===== src/rtl/dual_channel_mem_slave.sv =====
// Word-addressed local memory behind independent write and read request channels.
// Each channel accepts one request at a time, waits a fixed latency, then pulses a
// one-cycle response. Requests outside [BASE_ADDR, BASE_ADDR+DEPTH) are misses.
module dual_channel_mem_slave #(
  parameter int                ADDR_W      = 8,
  parameter int                DATA_W      = 32,
  parameter logic [ADDR_W-1:0] BASE_ADDR   = '0,
  parameter int                DEPTH       = 64,
  parameter int                WR_LAT      = 2,
  parameter int                RD_LAT      = 2,
  parameter int                ERR_ON_MISS = 1
) (
  input  logic                clk,
  input  logic                rst_n,
  input  logic                w_valid,
  output logic                w_ready,
  input  logic [ADDR_W-1:0]   w_addr,
  input  logic [DATA_W-1:0]   w_data,
  input  logic [DATA_W/8-1:0] w_strb,
  output logic                w_resp_valid,
  output logic [1:0]          w_resp,
  input  logic                r_valid,
  output logic                r_ready,
  input  logic [ADDR_W-1:0]   r_addr,
  output logic [DATA_W-1:0]   r_data,
  output logic                r_resp_valid,
  output logic [1:0]          r_resp
);

  localparam int              SW       = DATA_W / 8;
  localparam int              IDX_W    = (DEPTH > 1) ? $clog2(DEPTH) : 1;
  // One extra bit so BASE_ADDR+DEPTH never wraps to a small value.
  localparam logic [ADDR_W:0] LO_BOUND = {1'b0, BASE_ADDR};
  localparam logic [ADDR_W:0] HI_BOUND = LO_BOUND + (ADDR_W+1)'(DEPTH);
  localparam logic [3:0]      WR_INIT  = 4'(WR_LAT - 1);
  localparam logic [3:0]      RD_INIT  = 4'(RD_LAT - 1);
  localparam logic [1:0]      MISS_RESP = (ERR_ON_MISS != 0) ? 2'b10 : 2'b00;

  typedef enum logic [1:0] {ST_IDLE, ST_WAIT, ST_RESP} state_t;

  logic [DATA_W-1:0] r_mem [DEPTH];

  state_t            r_wr_state, w_wr_state_next;
  state_t            r_rd_state, w_rd_state_next;
  logic [3:0]        r_wr_cnt, r_rd_cnt;
  logic [ADDR_W-1:0] r_wr_addr, r_rd_addr;
  logic [DATA_W-1:0] r_wr_data;
  logic [SW-1:0]     r_wr_strb;
  logic              r_wr_hit, r_rd_hit;
  logic              r_wr_ready, r_rd_ready;
  logic              r_wr_resp_valid, r_rd_resp_valid;
  logic [1:0]        r_wr_resp, r_rd_resp;
  logic [DATA_W-1:0] r_rd_word;
  logic              r_rd_word_ok;

  logic              w_wr_accept, w_rd_accept;
  logic              w_wr_done, w_rd_done;
  logic              w_wr_hit_in, w_rd_hit_in;
  logic [IDX_W-1:0]  w_wr_idx, w_rd_idx;

  assign w_wr_accept = w_valid && r_wr_ready;
  assign w_rd_accept = r_valid && r_rd_ready;
  assign w_wr_done   = (r_wr_state == ST_WAIT) && (r_wr_cnt == 4'd0);
  assign w_rd_done   = (r_rd_state == ST_WAIT) && (r_rd_cnt == 4'd0);
  assign w_wr_hit_in = ({1'b0, w_addr} >= LO_BOUND) && ({1'b0, w_addr} < HI_BOUND);
  assign w_rd_hit_in = ({1'b0, r_addr} >= LO_BOUND) && ({1'b0, r_addr} < HI_BOUND);
  assign w_wr_idx    = IDX_W'(r_wr_addr - BASE_ADDR);
  assign w_rd_idx    = IDX_W'(r_rd_addr - BASE_ADDR);

  assign w_ready      = r_wr_ready;
  assign r_ready      = r_rd_ready;
  assign w_resp_valid = r_wr_resp_valid;
  assign w_resp       = r_wr_resp;
  assign r_resp_valid = r_rd_resp_valid;
  assign r_resp       = r_rd_resp;
  // A miss (or no read since reset) presents zero; a hit presents the stored word.
  assign r_data       = r_rd_word_ok ? r_rd_word : '0;

  // Write channel next-state: accept -> count down latency -> one response cycle.
  always_comb begin
    w_wr_state_next = r_wr_state;
    case (r_wr_state)
      ST_IDLE: if (w_wr_accept) w_wr_state_next = ST_WAIT;
      ST_WAIT: if (r_wr_cnt == 4'd0) w_wr_state_next = ST_RESP;
      ST_RESP: w_wr_state_next = ST_IDLE;
      default: w_wr_state_next = ST_IDLE;
    endcase
  end

  // Read channel next-state, same shape as the write channel.
  always_comb begin
    w_rd_state_next = r_rd_state;
    case (r_rd_state)
      ST_IDLE: if (w_rd_accept) w_rd_state_next = ST_WAIT;
      ST_WAIT: if (r_rd_cnt == 4'd0) w_rd_state_next = ST_RESP;
      ST_RESP: w_rd_state_next = ST_IDLE;
      default: w_rd_state_next = ST_IDLE;
    endcase
  end

  // Write channel state, request capture, latency counter and response registers.
  always_ff @(posedge clk or negedge rst_n) begin
    if (!rst_n) begin
      r_wr_state      <= ST_IDLE;
      r_wr_ready      <= 1'b0;
      r_wr_cnt        <= 4'd0;
      r_wr_addr       <= '0;
      r_wr_data       <= '0;
      r_wr_strb       <= '0;
      r_wr_hit        <= 1'b0;
      r_wr_resp_valid <= 1'b0;
      r_wr_resp       <= 2'b00;
    end else begin
      r_wr_state      <= w_wr_state_next;
      r_wr_ready      <= (w_wr_state_next == ST_IDLE);
      r_wr_resp_valid <= w_wr_done;
      r_wr_resp       <= (w_wr_done && !r_wr_hit) ? MISS_RESP : 2'b00;
      if (w_wr_accept) begin
        r_wr_addr <= w_addr;
        r_wr_data <= w_data;
        r_wr_strb <= w_strb;
        r_wr_hit  <= w_wr_hit_in;
        r_wr_cnt  <= WR_INIT;
      end else if (r_wr_state == ST_WAIT && r_wr_cnt != 4'd0) begin
        r_wr_cnt <= r_wr_cnt - 4'd1;
      end
    end
  end

  // Read channel state, request capture, latency counter and response registers.
  always_ff @(posedge clk or negedge rst_n) begin
    if (!rst_n) begin
      r_rd_state      <= ST_IDLE;
      r_rd_ready      <= 1'b0;
      r_rd_cnt        <= 4'd0;
      r_rd_addr       <= '0;
      r_rd_hit        <= 1'b0;
      r_rd_resp_valid <= 1'b0;
      r_rd_resp       <= 2'b00;
      r_rd_word_ok    <= 1'b0;
    end else begin
      r_rd_state      <= w_rd_state_next;
      r_rd_ready      <= (w_rd_state_next == ST_IDLE);
      r_rd_resp_valid <= w_rd_done;
      r_rd_resp       <= (w_rd_done && !r_rd_hit) ? MISS_RESP : 2'b00;
      if (w_rd_done) r_rd_word_ok <= r_rd_hit;
      if (w_rd_accept) begin
        r_rd_addr <= r_addr;
        r_rd_hit  <= w_rd_hit_in;
        r_rd_cnt  <= RD_INIT;
      end else if (r_rd_state == ST_WAIT && r_rd_cnt != 4'd0) begin
        r_rd_cnt <= r_rd_cnt - 4'd1;
      end
    end
  end

  // Memory array: byte-masked write and registered read, both on the completion edge.
  // A same-edge read of the written word sees the old contents.
  always_ff @(posedge clk) begin
    if (w_wr_done && r_wr_hit) begin
      for (int i = 0; i < SW; i++) begin
        if (r_wr_strb[i]) r_mem[w_wr_idx][i*8 +: 8] <= r_wr_data[i*8 +: 8];
      end
    end
    if (w_rd_done && r_rd_hit) r_rd_word <= r_mem[w_rd_idx];
  end

endmodule


===== config.mk =====
export PLATFORM = sky130hd
export DESIGN_NAME = dual_channel_mem_slave
export DESIGN_NICKNAME = d
export VERILOG_FILES = /design/src/rtl/dual_channel_mem_slave.sv
export SDC_FILE = /design/constraint.sdc
export NUM_CORES = 2
export LEC_CHECK = 0
export CELL_PAD_IN_SITES_DETAIL_PLACEMENT = 1
export CELL_PAD_IN_SITES_GLOBAL_PLACEMENT = 1
export CORE_AREA = 2 2 391 393
export CTS_BUF_LIST = sky130_fd_sc_hd__clkbuf_2 sky130_fd_sc_hd__clkbuf_4 sky130_fd_sc_hd__clkbuf_8
export CTS_CLUSTER_DIAMETER = 60
export DETAILED_ROUTE_END_ITERATION = 16
export DIE_AREA = 0 0 393 395
export PLACE_DENSITY_LB_ADDON = 0.1
export SLEW_MARGIN = 20
export SYNTH_ARGS = -nofsm -noshare
export SYNTH_HDL_FRONTEND = slang
export SYNTH_SLANG_ARGS = --single-unit

===== constraint.sdc =====
create_clock -name clk -period 3.3 [get_ports clk]
set_input_delay 0.33 -clock clk [delete_from_list [all_inputs] [get_ports clk]]
set_output_delay 0.33 -clock clk [all_outputs]
set_load 0.02 [all_outputs]

==> results summary <==
The run finished, with violations left. The final reports fail on negative setup slack. The multi-input combinational cell area came out at around 17000 um^2. TritonCTS built the clock tree. In this run the critical register-to-register path is launched from r_rd_addr[2]. The netlist uses 47 different library cells. Adding up every negative setup slack in the final design gives -0.0827 ns. The clock period minus final worst setup slack is 3.38 ns. The met2 routing resource usage after global routing is 49.2%. The residual antenna-violating net count after detailed routing came out at 0.

The category of the most critical setup path is reg2reg. In this run, the number of DRC markers left after iteration 0 of detailed routing was 5974. The average detailed-routed wire length per instance is ~36 um. The endpoint arrival time on the critical path came out at around 4.1 ns.

The post-placement cell area came out at between 80000 and 90000 um^2. The flip-flop and latch count after synthesis is 2149. The data required time at the worst endpoint came out at ~4.0 ns. The vias per cell is roughly 6.5. The part of the Yosys area used for sequential elements came out at between 70% and 80%. The worst supply voltage drop on vdd is between 0.001 and 0.0015 V.

The transition at the pin with the smallest max-transition slack came out at approximately 1.2 ns. The top flip-flop cell by instance count after synthesis is sky130_fd_sc_hd__edfxtp_1. The count of fill cells added during filler insertion came out at 12400. The wire-length estimate of the detail-placed layout is roughly 160 mm.

Cell internal power was estimated by the tool at around 57 mW. The detailed-routing iteration count for the pre-antenna-repair pass came out at 6. The die covers roughly 160000 um^2. The number of input and output port buffers inserted is between 90 and 100.

The setup slack after placement is between 0.007 and 0.008 ns. The number of max-slew violations in the final report is 0. In the final layout, the share of cells above drive strength 1 is approximately a third. Setup repair after global routing left no endpoint under its margin. The core region area came out at around 150000 um^2. After synthesis, the cell types taking the most area are sky130_fd_sc_hd__edfxtp_1 (76%), sky130_fd_sc_hd__mux4_2 (14%), sky130_fd_sc_hd__dfrtp_1 (2.1%).

The most crowded layer after global routing is met2. The timing endpoint of the critical path is r_rd_word[29]. The total wire length came out at approximately 250 mm. The type of element launching the critical path is a register. The clock sink count came out at approximately 2100. The worst hold path belongs to the class in2reg. The most common cell in the synthesized netlist is sky130_fd_sc_hd__edfxtp_1.

Summed over all cells, the static leakage comes to 31.0 nW. The dominant cell type by area after synthesis is sky130_fd_sc_hd__edfxtp_1. The critical path starts at r_rd_addr[2]. The highest attainable clock frequency is 296 MHz. The count of max-cap constraint violations is 0. The commonest cells after synthesis are sky130_fd_sc_hd__edfxtp_1 (2080), sky130_fd_sc_hd__mux4_2 (508), sky130_fd_sc_hd__nor2_1 (303). The number of buffers on the longest clock path is 4. The period utilization is 102%. The starting density of the core is a little over half. Clock tree synthesis inserted a total of 357 buffers.

Synthesis produced a netlist whose cell count is 3837. The average size of a mapped cell came out at 21.5 um^2. The startpoint identified for the worst hold timing path is r_addr[5]. The post-CTS setup-driven buffer insertion count is 0. Of all nets on the critical path, the largest fanout is 29.

Net switching is roughly 34% of the power. The post-route non-filler standard cell count came out at 6855. The via count of the first global-routing pass is between 40000 and 50000.

The combined area of all synthesized cells came out at between 80000 and 90000 um^2. The cell sitting at the root of the clock tree is a sky130_fd_sc_hd__clkbuf_8. The worst setup margin is -0.0783 ns. The DRC violation count after routing is 0. The remaining global-route overflow is 0. The sequential cells in the finished layout cover a total of ~64000 um^2. The power density over the cells is roughly 900 nW/um^2. The relative slew slack is between 20% and 30%. Per report_power, the sequential group accounts for between 40% and 50% of the total. The count of pins on the block boundary came out at 96. The async set-reset flop share out of synthesis came out at between 3 and 4%. Measured along the x axis, the die boundary spans 393 um. Setup violations remaining at the end of the flow were counted as 3. The design draws ~85 mW. The number of cells traversed by the worst register-to-register path is 7. The met1 track demand over resource is between 40 and 50%.

The total count of hold-check failures in the final report came out at 0. Of the total power, the clock network draws 26.6%. Entering global routing, the biggest net connects 86 pins.

The number of nets in the finished design came out at around 4600. The weighted congestion reported at the end of routability-driven placement came out at between 0.9 and 1. Clock-pin slew was measured on the worst setup and hold paths at ~0.06 ns.

The net switching power came out at 28.5 mW. The initial antenna violation count is 33. The source-to-sink clock delay at the later pin of the worst-skew pair came out at roughly 1.1 ns.

Including well taps, the total number of placed cells is roughly 6200. The first-pass GRT wire length came out at 350 mm. The relative area change from synthesis to final layout is 16.2%.

Once layout is done, the placed cells without fillers occupy between 90000 and 100000 um^2. In the global route stage, met3 resource usage came out at under 10%. The Yosys step of the flow raised 0 warnings. The worst register-to-register path ends at r_rd_word[29].

The placement row count came out at about 140. The clock skew after layout came out at 0.0684 ns. The utilization of the core after routing came out at between 60% and 70%. The via count of the routed design is roughly 44000. The number of flops mapped to enable cells by yosys came out at 2080. In this run, the combinational gates consume 27.6% of the power. Of the post-synthesis cell area, the dominant cell type holds 75.6%. The slack of the worst reg-to-reg path is -0.08 ns. The maximum level of the CTS H-tree is 5.

The y dimension of the die is between 300 and 400 um. The worst hold slack after final layout came out at about 0.076 ns. STA classifies the critical path endpoint as a register. The overall fraction of global-route tracks in use came out at approximately 33%.
==> power groups by stage <==
stage | Sequential [mW] | Clock, mW | Combinational [mW]
after floorplan | 37.2 | 0 | 14.0
after global placement | 39.1 | 0 | 22.5
after detailed placement | 39.6 | 0 | 23.1
after CTS | 39.0 | 22.9 | 23.3
after global routing | 39.2 | 24.0 | 24.4
final | 39.0 | 22.6 | 23.5
==> layout by cell type (no fill, tap or decap), drive strengths merged, types with 8 or more instances in the layout <==
cell type	Yosys	routed
a211oi	8	8
a21oi	30	30
a221oi	49	49
a22o	48	48
a22oi	43	43
a311oi	8	8
and2	38	38
buf	139	444
clkbuf	86	484
clkdlybuf4s50	0	92
clkinv	0	114
dfrtp	69	69
diode	0	27
dlygate4sd3	0	40
edfxtp	2080	2080
mux2	49	49
mux2i	54	54
mux4	508	508
nand2	90	90
nand2b	10	10
nand3	21	21
nor2	303	303
nor2b	15	15
nor3	36	36
o221ai	29	29
o22ai	51	51
==> routing by layer <==
| layer | vias up | share of wire [%] |
|---|---|---|
| li1 | 17500 | - |
| met5 | - | 0.052 |
| met1 | 23500 | 38 |
| met2 | 2706 | 47 |
| met4 | 18 | 4.6 |
| met3 | 507 | 11 |
==> flip-flops by register name, indices dropped and copies added, names as in the netlist, 2 cells and up <==
signal and cells:
r_mem 2048, r_rd_addr 6, r_rd_cnt 4, r_rd_state 2, r_rd_word 32, r_wr_addr 6, r_wr_cnt 4, r_wr_data 32
r_wr_state 2, r_wr_strb 4
==> critical path, cell delays in order, from the launching register on <==
cell and delay (ns):
sky130_fd_sc_hd__dfrtp_4 0.83, sky130_fd_sc_hd__buf_12 0.29, sky130_fd_sc_hd__buf_12 0.22, sky130_fd_sc_hd__mux4_2 0.34, sky130_fd_sc_hd__mux2i_1 0.27, sky130_fd_sc_hd__o22ai_1 0.12, sky130_fd_sc_hd__nor3_1 0.60, sky130_fd_sc_hd__nor2_1 0.32
==> cell families after synthesis <==
| family | after synthesis | synth area share [%] |
|---|---|---|
| buffers and inverters | 232 | 1.48 |
| DFF | 2149 | 77.7 |
| adders and majority gates | 4 | 0.0606 |
| muxes | 611 | 15.2 |
| AOI/OAI and AO/OA | 290 | 2.66 |
| xor gates and xnor gates | 6 | 0.0636 |
| other | 1 | 0.00454 |
| and+or+nand+nor | 544 | 2.89 |
==> worst min-delay path by stage <==
stage / to / cells after the start
after floorplan: r_rd_addr[0] / 0
after CTS: r_rd_addr[5] / 2
after global placement: r_wr_data[6] / 1
after global routing: r_rd_addr[0] / 2
final: r_rd_addr[5] / 2
after detailed placement: r_wr_data[6] / 1
==> layout make-up <==
type | instances | area share, %
clock inverters | 125 | 0.738
multi-input cells | 1457 | 18.0
clock buffers | 484 | 6.24
diodes | 27 | 0.0704
well taps | 2030 | 2.65
inverters | 7 | 0.0274
repair buffers | 576 | 5.31
flip-flops and latches | 2149 | 67.0
==> what timing repair did <==
item	4_1_cts	5_1_grt
hold buffers	41	0
resized for setup	1	2
endpoints found under the setup margin	1	19
endpoints found under the hold margin	108	0
Power figures use the tool's default switching activity.
